**config.mk**
```make
export PLATFORM = sky130hd
export DESIGN_NAME = ard_ram_loader
export DESIGN_NICKNAME = d
export VERILOG_FILES = /design/src/rtl/ard_pkg.sv /design/src/rtl/ard_sync.sv /design/src/rtl/ard_ram_loader.sv
export SDC_FILE = /design/constraint.sdc
export NUM_CORES = 1
export LEC_CHECK = 0
export CAP_MARGIN = 20
export CORE_MARGIN = 2
export CORE_UTILIZATION = 40
export CTS_CLUSTER_SIZE = 30
export DETAILED_ROUTE_END_ITERATION = 6
export PLACE_DENSITY = 0.71
export SLEW_MARGIN = 10
export SYNTH_ARGS = -nofsm -noshare
export SYNTH_HDL_FRONTEND = slang
export SYNTH_SLANG_ARGS = --single-unit
```
**constraint.sdc**
```tcl
create_clock -name clk -period 2.8 [get_ports clk]
set_clock_uncertainty 0.2 [all_clocks]
set_input_delay 0.56 -clock clk [delete_from_list [all_inputs] [get_ports clk]]
set_output_delay 0.56 -clock clk [all_outputs]
set_load 0.03 [all_outputs]
```
**src/rtl/ard_pkg.sv**
```systemverilog
// ---------------------------------------------------------------------------
// Module : ard_pkg
// Brief  : Shared widths, address type and loader FSM state encoding.
// Rev    : 1.0 - initial release
// ---------------------------------------------------------------------------
`default_nettype none

package ard_pkg;
  localparam int ADDR_W = 20;
  localparam int DATA_W = 16;

  typedef enum logic [2:0] {
    ST_IDLE   = 3'd0,
    ST_GET_LO = 3'd1,
    ST_ACK_LO = 3'd2,
    ST_GET_HI = 3'd3,
    ST_ACK_HI = 3'd4,
    ST_WRITE  = 3'd5,
    ST_DONE   = 3'd6
  } ard_ld_state_t;

  typedef logic [ADDR_W-1:0] ard_addr_t;
endpackage

`default_nettype wire

```
**src/rtl/ard_sync.sv**
```systemverilog
// ---------------------------------------------------------------------------
// Module : ard_sync
// Brief  : SYNC_STAGES-deep flop chain bringing an async level into clk.
// Rev    : 1.0 - initial release
// ---------------------------------------------------------------------------
`default_nettype none

module ard_sync #(
  parameter int SYNC_STAGES = 2
) (
  input  logic clk,
  input  logic rst,
  input  logic asyncIn,
  output logic syncOut
);
  logic [SYNC_STAGES-1:0] r_chain;

  always_ff @(posedge clk or negedge rst) begin
    if (!rst) r_chain <= '0;
    else      r_chain <= {r_chain[SYNC_STAGES-2:0], asyncIn};
  end

  assign syncOut = r_chain[SYNC_STAGES-1];
endmodule

`default_nettype wire

```
**src/rtl/ard_ram_loader.sv**
```systemverilog
// ---------------------------------------------------------------------------
// Module : ard_ram_loader
// Brief  : Packs Arduino req/ack byte pairs into 16-bit RAM writes from a base
//          address. Optional ARD_LOADER_CHECKSUM_EN adds a running word sum.
// Rev    : 1.0 - initial release
// ---------------------------------------------------------------------------
`default_nettype none

module ard_ram_loader #(
  parameter int ADDR_W      = ard_pkg::ADDR_W,
  parameter int DATA_W      = ard_pkg::DATA_W,
  parameter int SYNC_STAGES = 2
) (
  input  logic              clk,
  input  logic              rst,
  input  logic              start,
  input  logic [ADDR_W-1:0] base_addr,
  input  logic [ADDR_W-1:0] word_count,
  input  logic              ard_req,
  input  logic [7:0]        ard_data,
  output logic              ard_ack,
  output logic [ADDR_W-1:0] arduinoAdd,
  output logic [DATA_W-1:0] arduinoW,
  output logic              ardwen,
  output logic              busy,
`ifdef ARD_LOADER_CHECKSUM_EN
  output logic [15:0]       checksum,
`endif
  output logic              done
);
  import ard_pkg::*;

  logic w_reqS;

  ard_sync #(.SYNC_STAGES(SYNC_STAGES)) u_reqSync (
    .clk     (clk),
    .rst     (rst),
    .asyncIn (ard_req),
    .syncOut (w_reqS)
  );

  ard_ld_state_t     r_state,  w_stateNext;
  logic [ADDR_W-1:0] r_addr,   w_addrNext;
  logic [ADDR_W-1:0] r_rem,    w_remNext;
  logic [7:0]        r_lo,     w_loNext;
  logic [7:0]        r_hi,     w_hiNext;
  logic [ADDR_W-1:0] r_wAdd,   w_wAddNext;
  logic [DATA_W-1:0] r_wData,  w_wDataNext;
  logic              r_ack,    w_ackNext;
  logic              r_wen,    w_wenNext;
  logic              r_busy,   w_busyNext;
  logic              r_done,   w_doneNext;
`ifdef ARD_LOADER_CHECKSUM_EN
  logic [15:0]       r_sum,    w_sumNext;
`endif

  always_ff @(posedge clk or negedge rst) begin
    if (!rst) begin
      r_state <= ST_IDLE;
      r_addr  <= '0;
      r_rem   <= '0;
      r_lo    <= '0;
      r_hi    <= '0;
      r_wAdd  <= '0;
      r_wData <= '0;
      r_ack   <= 1'b0;
      r_wen   <= 1'b0;
      r_busy  <= 1'b0;
      r_done  <= 1'b0;
`ifdef ARD_LOADER_CHECKSUM_EN
      r_sum   <= '0;
`endif
    end else begin
      r_state <= w_stateNext;
      r_addr  <= w_addrNext;
      r_rem   <= w_remNext;
      r_lo    <= w_loNext;
      r_hi    <= w_hiNext;
      r_wAdd  <= w_wAddNext;
      r_wData <= w_wDataNext;
      r_ack   <= w_ackNext;
      r_wen   <= w_wenNext;
      r_busy  <= w_busyNext;
      r_done  <= w_doneNext;
`ifdef ARD_LOADER_CHECKSUM_EN
      r_sum   <= w_sumNext;
`endif
    end
  end

  // Outputs are registered next-values so ard_ack toward the Arduino is glitch-free.
  always_comb begin
    w_stateNext = r_state;
    w_addrNext  = r_addr;
    w_remNext   = r_rem;
    w_loNext    = r_lo;
    w_hiNext    = r_hi;
    w_wAddNext  = r_wAdd;
    w_wDataNext = r_wData;
    w_ackNext   = r_ack;
    w_busyNext  = r_busy;
`ifdef ARD_LOADER_CHECKSUM_EN
    w_sumNext   = r_sum;
`endif
    case (r_state)
      ST_IDLE: begin
        if (start) begin
          w_addrNext  = base_addr;
          w_remNext   = word_count;
          w_busyNext  = 1'b1;
`ifdef ARD_LOADER_CHECKSUM_EN
          w_sumNext   = '0;
`endif
          w_stateNext = (word_count == '0) ? ST_DONE : ST_GET_LO;
        end
      end
      ST_GET_LO: if (w_reqS) begin
        w_loNext    = ard_data;
        w_ackNext   = 1'b1;
        w_stateNext = ST_ACK_LO;
      end
      ST_ACK_LO: if (!w_reqS) begin
        w_ackNext   = 1'b0;
        w_stateNext = ST_GET_HI;
      end
      ST_GET_HI: if (w_reqS) begin
        w_hiNext    = ard_data;
        w_ackNext   = 1'b1;
        w_stateNext = ST_ACK_HI;
      end
      ST_ACK_HI: if (!w_reqS) begin
        w_ackNext   = 1'b0;
        w_wAddNext  = r_addr;
        w_wDataNext = {r_hi, r_lo};
        w_stateNext = ST_WRITE;
      end
      ST_WRITE: begin
        w_addrNext  = r_addr + ADDR_W'(1);
        w_remNext   = r_rem - ADDR_W'(1);
`ifdef ARD_LOADER_CHECKSUM_EN
        w_sumNext   = r_sum + {r_hi, r_lo};
`endif
        w_stateNext = (r_rem == ADDR_W'(1)) ? ST_DONE : ST_GET_LO;
      end
      ST_DONE: begin
        w_busyNext  = 1'b0;
        w_stateNext = ST_IDLE;
      end
      default: w_stateNext = ST_IDLE;
    endcase
    w_wenNext  = (w_stateNext == ST_WRITE);
    w_doneNext = (w_stateNext == ST_DONE);
  end

  assign ard_ack    = r_ack;
  assign arduinoAdd = r_wAdd;
  assign arduinoW   = r_wData;
  assign ardwen     = r_wen;
  assign busy       = r_busy;
  assign done       = r_done;
`ifdef ARD_LOADER_CHECKSUM_EN
  assign checksum   = r_sum;
`endif
endmodule

`default_nettype wire

```
; ---- Word-level counts from Yosys, hierarchy flattened
; Cells that the tools add are included.
[word_totals]
register_bits = 101
input_bits = 52
out_inout_bits = 40
word_cells = 57
[classes]
add_sub_neg = 2
eq_ne = 12
muxes = 17
n_bitwise = 1
reduce_logical = 13
[op_table]
columns = op, count
row1 = $pmux 20 s2, 2
row2 = $mux 20, 2
row3 = $mux 3, 7
row4 = $add 20x1->20 const B, 1
row5 = $eq 20x1->1 const B, 1
row6 = $logic_not 20->1, 1
row7 = $sub 20x1->20 const B, 1
row8 = $pmux 3 s6, 1
row9 = $eq 3x3->1 const B, 5
row10 = $reduce_and 2->1, 5
row11 = $eq 3x2->1 const B, 2
row12 = $reduce_bool 2->1, 3
row13 = $ne 2x2->1 const B, 2
row14 = $pmux 1 s2, 2
row15 = $reduce_or 2->1, 2
row16 = $eq 3x1->1 const B, 1
row17 = $logic_not 3->1, 1
row18 = $mux 1, 3
row19 = $reduce_and 3->1, 1
row20 = $ne 2x1->1 const B, 1
row21 = $not 1->1, 1

; ---- Depth between registers and ports, before layout
; Gate-level depths: netlist of the first run.
[logic_depth]
depth_word = 5
depth_mapped = 7
depth_no_buf = 6

; ---- By module
; Synthesis of the first run repeated with hierarchy kept, for this count alone.
[hier_totals]
cells_unflattened = 418
hier_area_um2 = 4783.3
[by_module_without_submodules]
columns = mod, instances, cells_each, area_per_inst_um2, seq_area_each_um2
row1 = ard_ram_loader, 1, 416, 4733.3, 2477.4
row2 = ard_sync, 1, 2, 50.0, 50.0

; ---- Worst setup path before layout of the first run
; Ideal clock, no wire load.
[synth_timing]
path_type = reg2reg
from = register r_rem[12]
to = register r_rem[19]
setup_ps = 123
t_arrival_ps = 1959
required_time_ps = 2477
setup_slack_ps = 519
path_stages_with_launch = 6
n_path_buf = 1
period_less_slack_ps = 2281
path_cell_list = dfrtp_1 -> or2_0 -> or4_1 -> buf_2 -> or4_1 -> o221a_1
[synth_between]
elab_chain_cells = 2
[synth_lines]
columns = element, line
row1 = "start, declared", ard_ram_loader.sv:44  ; logic [ADDR_W-1:0] r_rem, w_remNext;
row2 = "start signal, assigned", ard_ram_loader.sv:76  ; r_rem <= w_remNext;
row3 = $sub 20x1->20, ard_ram_loader.sv:139  ; w_remNext = r_rem - ADDR_W'(1);
row4 = $pmux 20 s2, ard_ram_loader.sv:105  ; case (r_state)
; No other way between the ends.
; A chain may end at the register's enable or synchronous reset.

; ---- Worst setup path in the final report of the first run
[layout_timing]
from = register r_rem[10]
to = register r_rem[19]
; The elaborated chain is that of the path after synthesis.

==> results.toml, run 1 <==
[power_and_ir_drop]
leakagePower_nw = 2.46
p_clk_share_pct = 20.0
switchingPower_w = 0.00254
power_density_nw_per_um2 = 1090
p_int_w = 0.00422
switching_share_pct = 37.5
peakVddDrop_mv = 0.595
power_frac_seq_pct = 40.7
comb_power_share_pct = 39.3

[critical_path]
path_cells = "or2_1 > or4_1 > or4_1 > o221a_1"
required_ps = 2820
critPathTopFamily = "simple AND/OR/NAND/NOR gates"
cp-start-kind = "register"
critPathBufInv = 0
cp_max_fo = 9
critPathKind = "register to register"
cp.arrival_ps = 2470
cp_slowest_cell = "or4_1"
path_common_cell = "or4_1"
endpoint_kind = "register"
cpPeakStageDelay_ps = 580

[finish]
syn_to_final_growth_pct = 30.7
final_layout_size_suffix_gt1_share_pct = 16.5
stdcell_count = 665
insertedDiodeCount = 0
fin_nets = 573

[worst_hold_path]
hold_path_class = "register to register"

[synthesis]
synth_nets = 484
syn_avg_cell_area_um2 = 11.0
synth_area_leader_cell = "dfrtp_1"
syn_inst = 429
syn-cell-area_um2 = 4730
synthDominantCellAreaShare_pct = 53.5
yosysWarningCount = 0
ys_types = 52
synth_commonest_cells = "dfrtp_1, mux2_2, nand2_1, nor2_1, clkbuf_1"
async_reset_ff_share_pct = 100
ys.flop_type = "dfrtp_1"
synth_edf_count = 0
ys_ff_latch = 101
synth_most_common_cell = "dfrtp_1"
yosysSeqAreaShare_pct = 53.5
yosys-top-cells-area = "dfrtp_1, mux2_2, nand2_1"

[clocking]
clk_pin_slew_ps = 70
clk_path_buf_depth = 2
clock_latency_ps = 340
cts-root-buf = "clkbuf_16"
clock_sinks = 101
cts_max_level = 3
cts_tree = "yes"
post_cts_buffers = 0
numCtsBuffers = 9

[place]
detailed_place_hpwl_mm = 8.16
io_buffers = 91
dp.cells = 649
gp_congestion = 0.846

[route]
met1Wirelength_mm = 5.27
drt.antenna.violating_nets = 0
routedWlPerCell_um = 17.5
met3_wirelength_um = 769
via_per_inst = 5.74
drt_iter0_drc = 208
via_count = 3814
drc_errors = 0
drt-total-wl_mm = 11.6
wl_met2_mm = 5.42
dr.pass1.iters = 4
highest_layer = "met4"

[sta]
rsz0062_at_grt = "false"
relSlewSlack_pct = 54.9
fin_crit_ps = 2450
setup_viol_count_final = 0
setup_tns_ps = 0
fmax_ghz = 0.409
period_share_pct = 87.4
worst_slew_pin_slew_ps = 670
final-hold-violation-count = 0
final_max_slew_viol_count = 0

[global_routing]
antenna_found_initial = 0
grt_max_degree = 88
grt-ovfl-total = 0
grt_pass1_wl_mm = 19.4
grt_use_total_pct = 19.0
grt_pass1_vias = 3920

[flow_run]
maxCapViolCount = 0

[floorplan]
io_pins = 92
dieHeight_um = 113
die_w_um = 113
start_util_pct = 41.2
die_area_um2 = 12700
rows = 39
coreArea_um2 = 11500

[run_status]
status = "finished, final reports clean"
## timing repair
action,4_1_cts,5_1_grt
hold buffers,1,0
gates resized for setup,0,0
hold endpoints to repair,14,0
## routing by layer
metal	vias up	global-route usage, %
met5	-	0
met3	17	5.25
li1	1812	-
met4	0	5.85
met1	1859	25.7
met2	126	29.9
## cell families (layout without fill, tap and decap cells)
family          count (synthesis)  after routing  share of synthesized area (%)
compound gates                 84             84                           13.3
xor+xnor                        1              1                          0.185
fa+ha+maj                       3              3                          0.794
buf+inv                        34            127                           2.81
flops                         101            101                           53.5
mux                            57             57                           13.4
simple gates                  149            149                           16.0
## flip-flops by register name (all words and copies together), names as in the netlist
| name | count |
|---|---|
| arduinoAdd | 20 |
| r_addr | 20 |
| r_rem | 20 |
| arduinoW | 16 |
| r_hi | 8 |
| r_lo | 8 |
| r_state | 3 |
| u_reqSync.r_chain | 2 |
| ard_ack | 1 |
| ardwen | 1 |
| busy | 1 |
| done | 1 |
## worst reg2reg max path, stage by stage, from the launching register on
cell and delay, ps:
dfrtp_1 430, or2_1 310, or4_1 580, or4_1 570, o221a_1 240
## final cells by class
| type | instances | area, um2 |
|---|---|---|
| multi-input combinational | 294 | 2070 |
| timing repair buffer | 103 | 1040 |
| tap | 143 | 179 |
| fill | 1036 | 5290 |
| sequential | 101 | 2530 |
| inverter | 9 | 33.8 |
| clock inverter | 5 | 85.1 |
| clock buffer | 10 | 239 |
## final timing paths
path	start	endpoint	slack, ps	cells past startpoint
max in group asynchronous	rst	r_addr[16]	1250	3
min	u_reqSync.r_chain[0]	u_reqSync.r_chain[1]	150	0
min in group asynchronous	rst	r_rem[4]	420	2
min reg2reg	u_reqSync.r_chain[0]	u_reqSync.r_chain[1]	150	0
max	r_rem[10]	r_rem[19]	350	4
max reg2reg	r_rem[10]	r_rem[19]	350	4
## power by group through the flow
stage	clock (W)	combinational [W]	sequential, W
after global placement	0	0.00260	0.00272
final	0.00135	0.00266	0.00275
after floorplan	0	0.00134	0.00301
after global routing	0.00144	0.00290	0.00286
after detailed placement	0	0.00267	0.00276
after CTS	0.00137	0.00269	0.00274
## through the flow
stage,cell area (um2),power [W],setup WS (ps),utilization [%],hold slack [ps]
after floorplan,4730,0.00435,519,-,64.4
after global placement,5840,0.00531,250,51.0,135
after detailed placement,5840,0.00543,207,51.0,142
after CTS,6180,0.00680,368,53.9,158
after global routing,6180,0.00719,265,53.9,171
final,6180,0.00676,353,53.9,155
## layout by cell type (no fill, tap or decap), types with 3 or more instances in the layout
| cell type | n |
|---|---|
| and4_1 | 3 |
| nand2_1 | 36 |
| buf_12 | 3 |
| or3_1 | 8 |
| o21ai_0 | 10 |
| a211oi_1 | 6 |
| mux2i_1 | 5 |
| o31a_1 | 3 |
| nor3_1 | 13 |
| a21boi_0 | 3 |
| clkbuf_16 | 9 |
| clkdlybuf4s50_1 | 90 |
| ha_1 | 3 |
| mux2_2 | 52 |
| nand3_1 | 14 |
| o31ai_1 | 3 |
| or4_1 | 8 |
| buf_4 | 9 |
| a21oi_1 | 9 |
| o22ai_1 | 3 |
| nor4_1 | 11 |
| nor2_1 | 36 |
| nand4_1 | 4 |
| a311oi_1 | 10 |
| dfrtp_1 | 101 |
| o211ai_1 | 12 |
| o311ai_0 | 8 |
| inv_1 | 9 |
Note: power is estimated with default switching activity, not from simulation.
==> inputs of run 2 (changes only) <==
Settings changed: GPL_TIMING_DRIVEN from default to 0.
==> results.toml, run 2 (synthesis gave the netlist of run 1 again) <==
[sta]
setup_tns_ps = 0
fmax_ghz = 0.379
hold_ws_ps = 60.0
setup_viol_count_final = 0
rsz0062_at_grt = "false"
final_max_slew_viol_count = 0
final.setup.worst_slack_ps = 160
period_share_pct = 94.3
fin_crit_ps = 2640
relSlewSlack_pct = 50.7
worst_slew_pin_slew_ps = 740
final-hold-violation-count = 0

[critical_path]
endpoint_kind = "register"
cp.arrival_ps = 2700
cp_max_fo = 10
timing.rr.end = "r_rem[1]"
reg2reg_slack_ps = 250
reg2reg_from = "r_state[1]"
cp-start-kind = "input pin"
required_ps = 2860
r2r_cells = 6
critPathKind = "input pin to register"

[global_routing]
use_met3_pct = 5.52
grt_max_degree = 58
grt_pass1_wl_mm = 20.2
grt.busiest_layer = "met2"
grt_pass1_vias = 3951
antenna_found_initial = 0
grt-ovfl-total = 0
grt_use_total_pct = 19.8
grt_util_met1_pct = 26.6
met2_usage_pct = 31.2

[worst_hold_path]
hold_path_class = "input pin to async pin"

[clocking]
ctsResizeCount = 0
post_cts_buffers = 0
cts-root-buf = "clkbuf_16"
hold_buffers = 0
clock_sinks = 101
clk_path_buf_depth = 2
cts_max_level = 3
clock_latency_ps = 350
cts_tree = "yes"
clk_pin_slew_ps = 80
numCtsBuffers = 9

[power_and_ir_drop]
power_density_nw_per_um2 = 1090
peakVddDrop_mv = 0.554
leakagePower_nw = 2.43
power_w = 0.00671

[route]
via_per_inst = 5.76
routedWlPerCell_um = 17.8
via_count = 3925
drc_errors = 0
drt.antenna.violating_nets = 0
drt_iter0_drc = 223
drt-total-wl_mm = 12.1
dr.pass1.iters = 4

[run_status]
status = "finished, final reports clean"

[floorplan]
start_util_pct = 41.2
dieHeight_um = 113
rows = 39
die_area_um2 = 12700
io_pins = 92
coreArea_um2 = 11500
die_w_um = 113

[finish]
fin_nets = 588
insertedDiodeCount = 0
final.fill_count = 1045
final_layout_size_suffix_gt1_share_pct = 14.9
post-route-util_pct = 53.7
syn_to_final_growth_pct = 30.2
layout_commonest_cell = "dfrtp_1"
final_cell_mix = "dfrtp_1, clkdlybuf4s50_1, mux2_2"

[place]
io_buffers = 91
detailed_place_hpwl_mm = 8.87
gp_congestion = 0.846
dp_slack_ps = -122

[flow_run]
maxCapViolCount = 0
-- run 2: stage by stage --
stage / instances / area (um2)
2_1_floorplan: 429 / 4730
3_3_place_gp: 663 / 5820
3_5_place_dp: 665 / 5850
4_1_cts: 681 / 6150
5_1_grt: 681 / 6150
6_report: 681 / 6150
-- run 2: worst max-delay path, cell delays in order --
cell	delay [ps]
clkdlybuf4s50_1	520
nor4b_1	500
clkbuf_1	560
buf_2	340
nand2_1	120
o221ai_1	90
-- run 2: routing by layer --
layer | up-vias | part of all wire [%]
li1 | 1826 | -
met1 | 1940 | 43
met2 | 147 | 47
met3 | 12 | 8.6
met4 | 0 | 0.99
met5 | - | 0
-- run 2: worst max-delay path by stage --
stage	from	end	slack [ps]	cells past startpoint
final	start	r_rem[1]	160	6
after global routing	start	r_rem[6]	50	6
after CTS	start	r_rem[1]	230	6
after detailed placement	start	r_rem[1]	-120	6
after global placement	rst	arduinoW[7]	-2800	1
after floorplan	r_rem[12]	r_rem[19]	520	5
-- run 2: area by class of cell --
cell class	instances	area, um2	share of cell area [%]
timing repair buffer	93	941	15.3
sequential	101	2530	41.1
buffer	25	98.8	1.61
clock buffer	9	225	3.66
clock inverter	7	81.3	1.32
multi-input combinational	294	2070	33.6
inverter	9	33.8	0.549
tap	143	179	2.91
-- run 2: power breakdown --
part | leakage, nW | internal (W) | switching [W] | total, W
Combinational | 1.07 | 0.00127 | 0.00150 | 0.00276
Clock | 0.141 | 0.000706 | 0.000580 | 0.00129
Sequential | 1.22 | 0.00213 | 0.000530 | 0.00266
Total | 2.43 | 0.00410 | 0.00261 | 0.00671
==> inputs of run 3 (changes only) <==
Settings changed: HOLD_SLACK_MARGIN from default to 0.15, PLACE_DENSITY 0.71 to default.
==> results.toml, run 3 (synthesis gave the netlist of run 1 again) <==
[finish]
insertedDiodeCount = 0
stdcell_count = 681
final_layout_size_suffix_gt1_share_pct = 14.9
syn_to_final_growth_pct = 29.6
layout_commonest_cell = "dfrtp_1"
fin_nets = 589
final_cell_mix = "dfrtp_1, clkdlybuf4s50_1, mux2_2"

[flow_run]
maxCapViolCount = 0

[global_routing]
antenna_found_initial = 0
grt-ovfl-total = 0
grt_pass1_vias = 3846
grt_use_total_pct = 20.4
grt_pass1_wl_mm = 20.3
grt_max_degree = 67

[critical_path]
cp.arrival_ps = 2620
cp-start-kind = "input pin"
path_cells = "clkdlybuf4s50_1 > nor4b_1 > clkbuf_1 > nor2_1 > a221oi_1"
cp_max_fo = 10
critPathTopFamily = "buffers and inverters"
crit_cells = 5
endpoint_kind = "register"
critPathKind = "input pin to register"
cp_slowest_cell = "clkbuf_1"
r2r_cells = 5
cpPeakStageDelay_ps = 580
required_ps = 2830
critPathBufInv = 2

[floorplan]
rows = 39
die_w_um = 113
dieHeight_um = 113
coreArea_um2 = 11500
io_pins = 92
start_util_pct = 41.2
die_area_um2 = 12700

[place]
io_buffers = 91
detailed_place_hpwl_mm = 8.83
dp.cells = 665
gp_congestion = 0.868
dp_slack_ps = -211

[sta]
final-hold-violation-count = 0
worst_slew_pin_slew_ps = 692
relSlewSlack_pct = 53.4
setup_viol_count_final = 0
final.setup.worst_slack_ps = 209
rsz0062_at_grt = "false"
fmax_ghz = 0.386
fin_crit_ps = 2590
period_share_pct = 92.5
final_max_slew_viol_count = 0
setup_tns_ps = 0

[route]
via_count = 3825
via_per_inst = 5.62
drt_iter0_drc = 254
drt.antenna.violating_nets = 0
dr.pass1.iters = 5
drc_errors = 0
drt-total-wl_mm = 12.4
routedWlPerCell_um = 18.2

[run_status]
status = "finished, final reports clean"

[clocking]
post_cts_buffers = 0
clock_sinks = 101
cts_tree = "yes"
clock_latency_ps = 350
numCtsBuffers = 9
clk_pin_slew_ps = 70
cts-root-buf = "clkbuf_16"
cts_max_level = 3
clk_path_buf_depth = 2

[power_and_ir_drop]
power_density_nw_per_um2 = 1070
power_frac_seq_pct = 40.5
switching_share_pct = 39.0
peakVddDrop_mv = 0.727
comb_power_share_pct = 42.2
switchingPower_w = 0.00256
p_int_w = 0.00399
p_clk_share_pct = 17.3
leakagePower_nw = 2.44
power_w = 0.00655

[worst_hold_path]
hold_path_class = "register to register"
whs_path_depth = 0
## run 3: cell count changes in the layout (fill, tap and decap cells not counted), sizes merged
cell         delta
clkinvlp        -3
dlygate4sd3     +1
inv             -3
clkinv          +6
bufinv          -1
## run 3: worst paths after layout
path	start	endpoint	slack, ps
min in group asynchronous	rst	r_addr[0]	470
min	u_reqSync.r_chain[0]	u_reqSync.r_chain[1]	160
min reg2reg	u_reqSync.r_chain[0]	u_reqSync.r_chain[1]	160
max reg2reg	r_rem[4]	r_state[1]	280
max	start	r_addr[17]	210
max in group asynchronous	rst	arduinoW[2]	1290
## run 3: power by group through the flow
stage	clock [W]	combinational, W	sequential (W)
3_3_place_gp	0	0.00272	0.00264
5_1_grt	0.00125	0.00301	0.00276
3_5_place_dp	0	0.00277	0.00266
2_1_floorplan	0	0.00134	0.00301
6_report	0.00114	0.00276	0.00265
4_1_cts	0.00118	0.00278	0.00265
## run 3: area by class of cell
| class | instances | area, um2 |
|---|---|---|
| plain buffers | 25 | 100 |
| clock buffers | 9 | 225 |
| clock inverters | 6 | 41.3 |
| fillers | 1025 | 5340 |
| inverters | 9 | 33.8 |
| multi-input cells | 294 | 2070 |
| flip-flops and latches | 101 | 2530 |
| well taps | 143 | 179 |
| repair buffers | 94 | 955 |
## run 3: per-stage QoR
step                utilization [%]  instance area, um2  hold slack, ps
finish                         53.4                6130             157
global route                   53.4                6130             179
CTS                            53.4                6130             160
detailed placement             51.0                5850             145
global placement               50.7                5820             136
floorplan                         -                4730            64.4
## run 3: timing repair
action / 4_1_cts / 5_1_grt
hold buffers: 1 / 0
endpoints found under the hold margin: 35 / 0
resized for setup: 0 / 2
endpoints found under the setup margin: 0 / 5
## run 3: metal layers
layer | vias up | part of all wire [%] | track usage [%]
li1 | 1835 | - | -
met1 | 1865 | 46 | 29.0
met2 | 117 | 46 | 31.3
met3 | 8 | 7.0 | 6.27
met4 | 0 | 0.72 | 3.66
met5 | - | 0 | 0
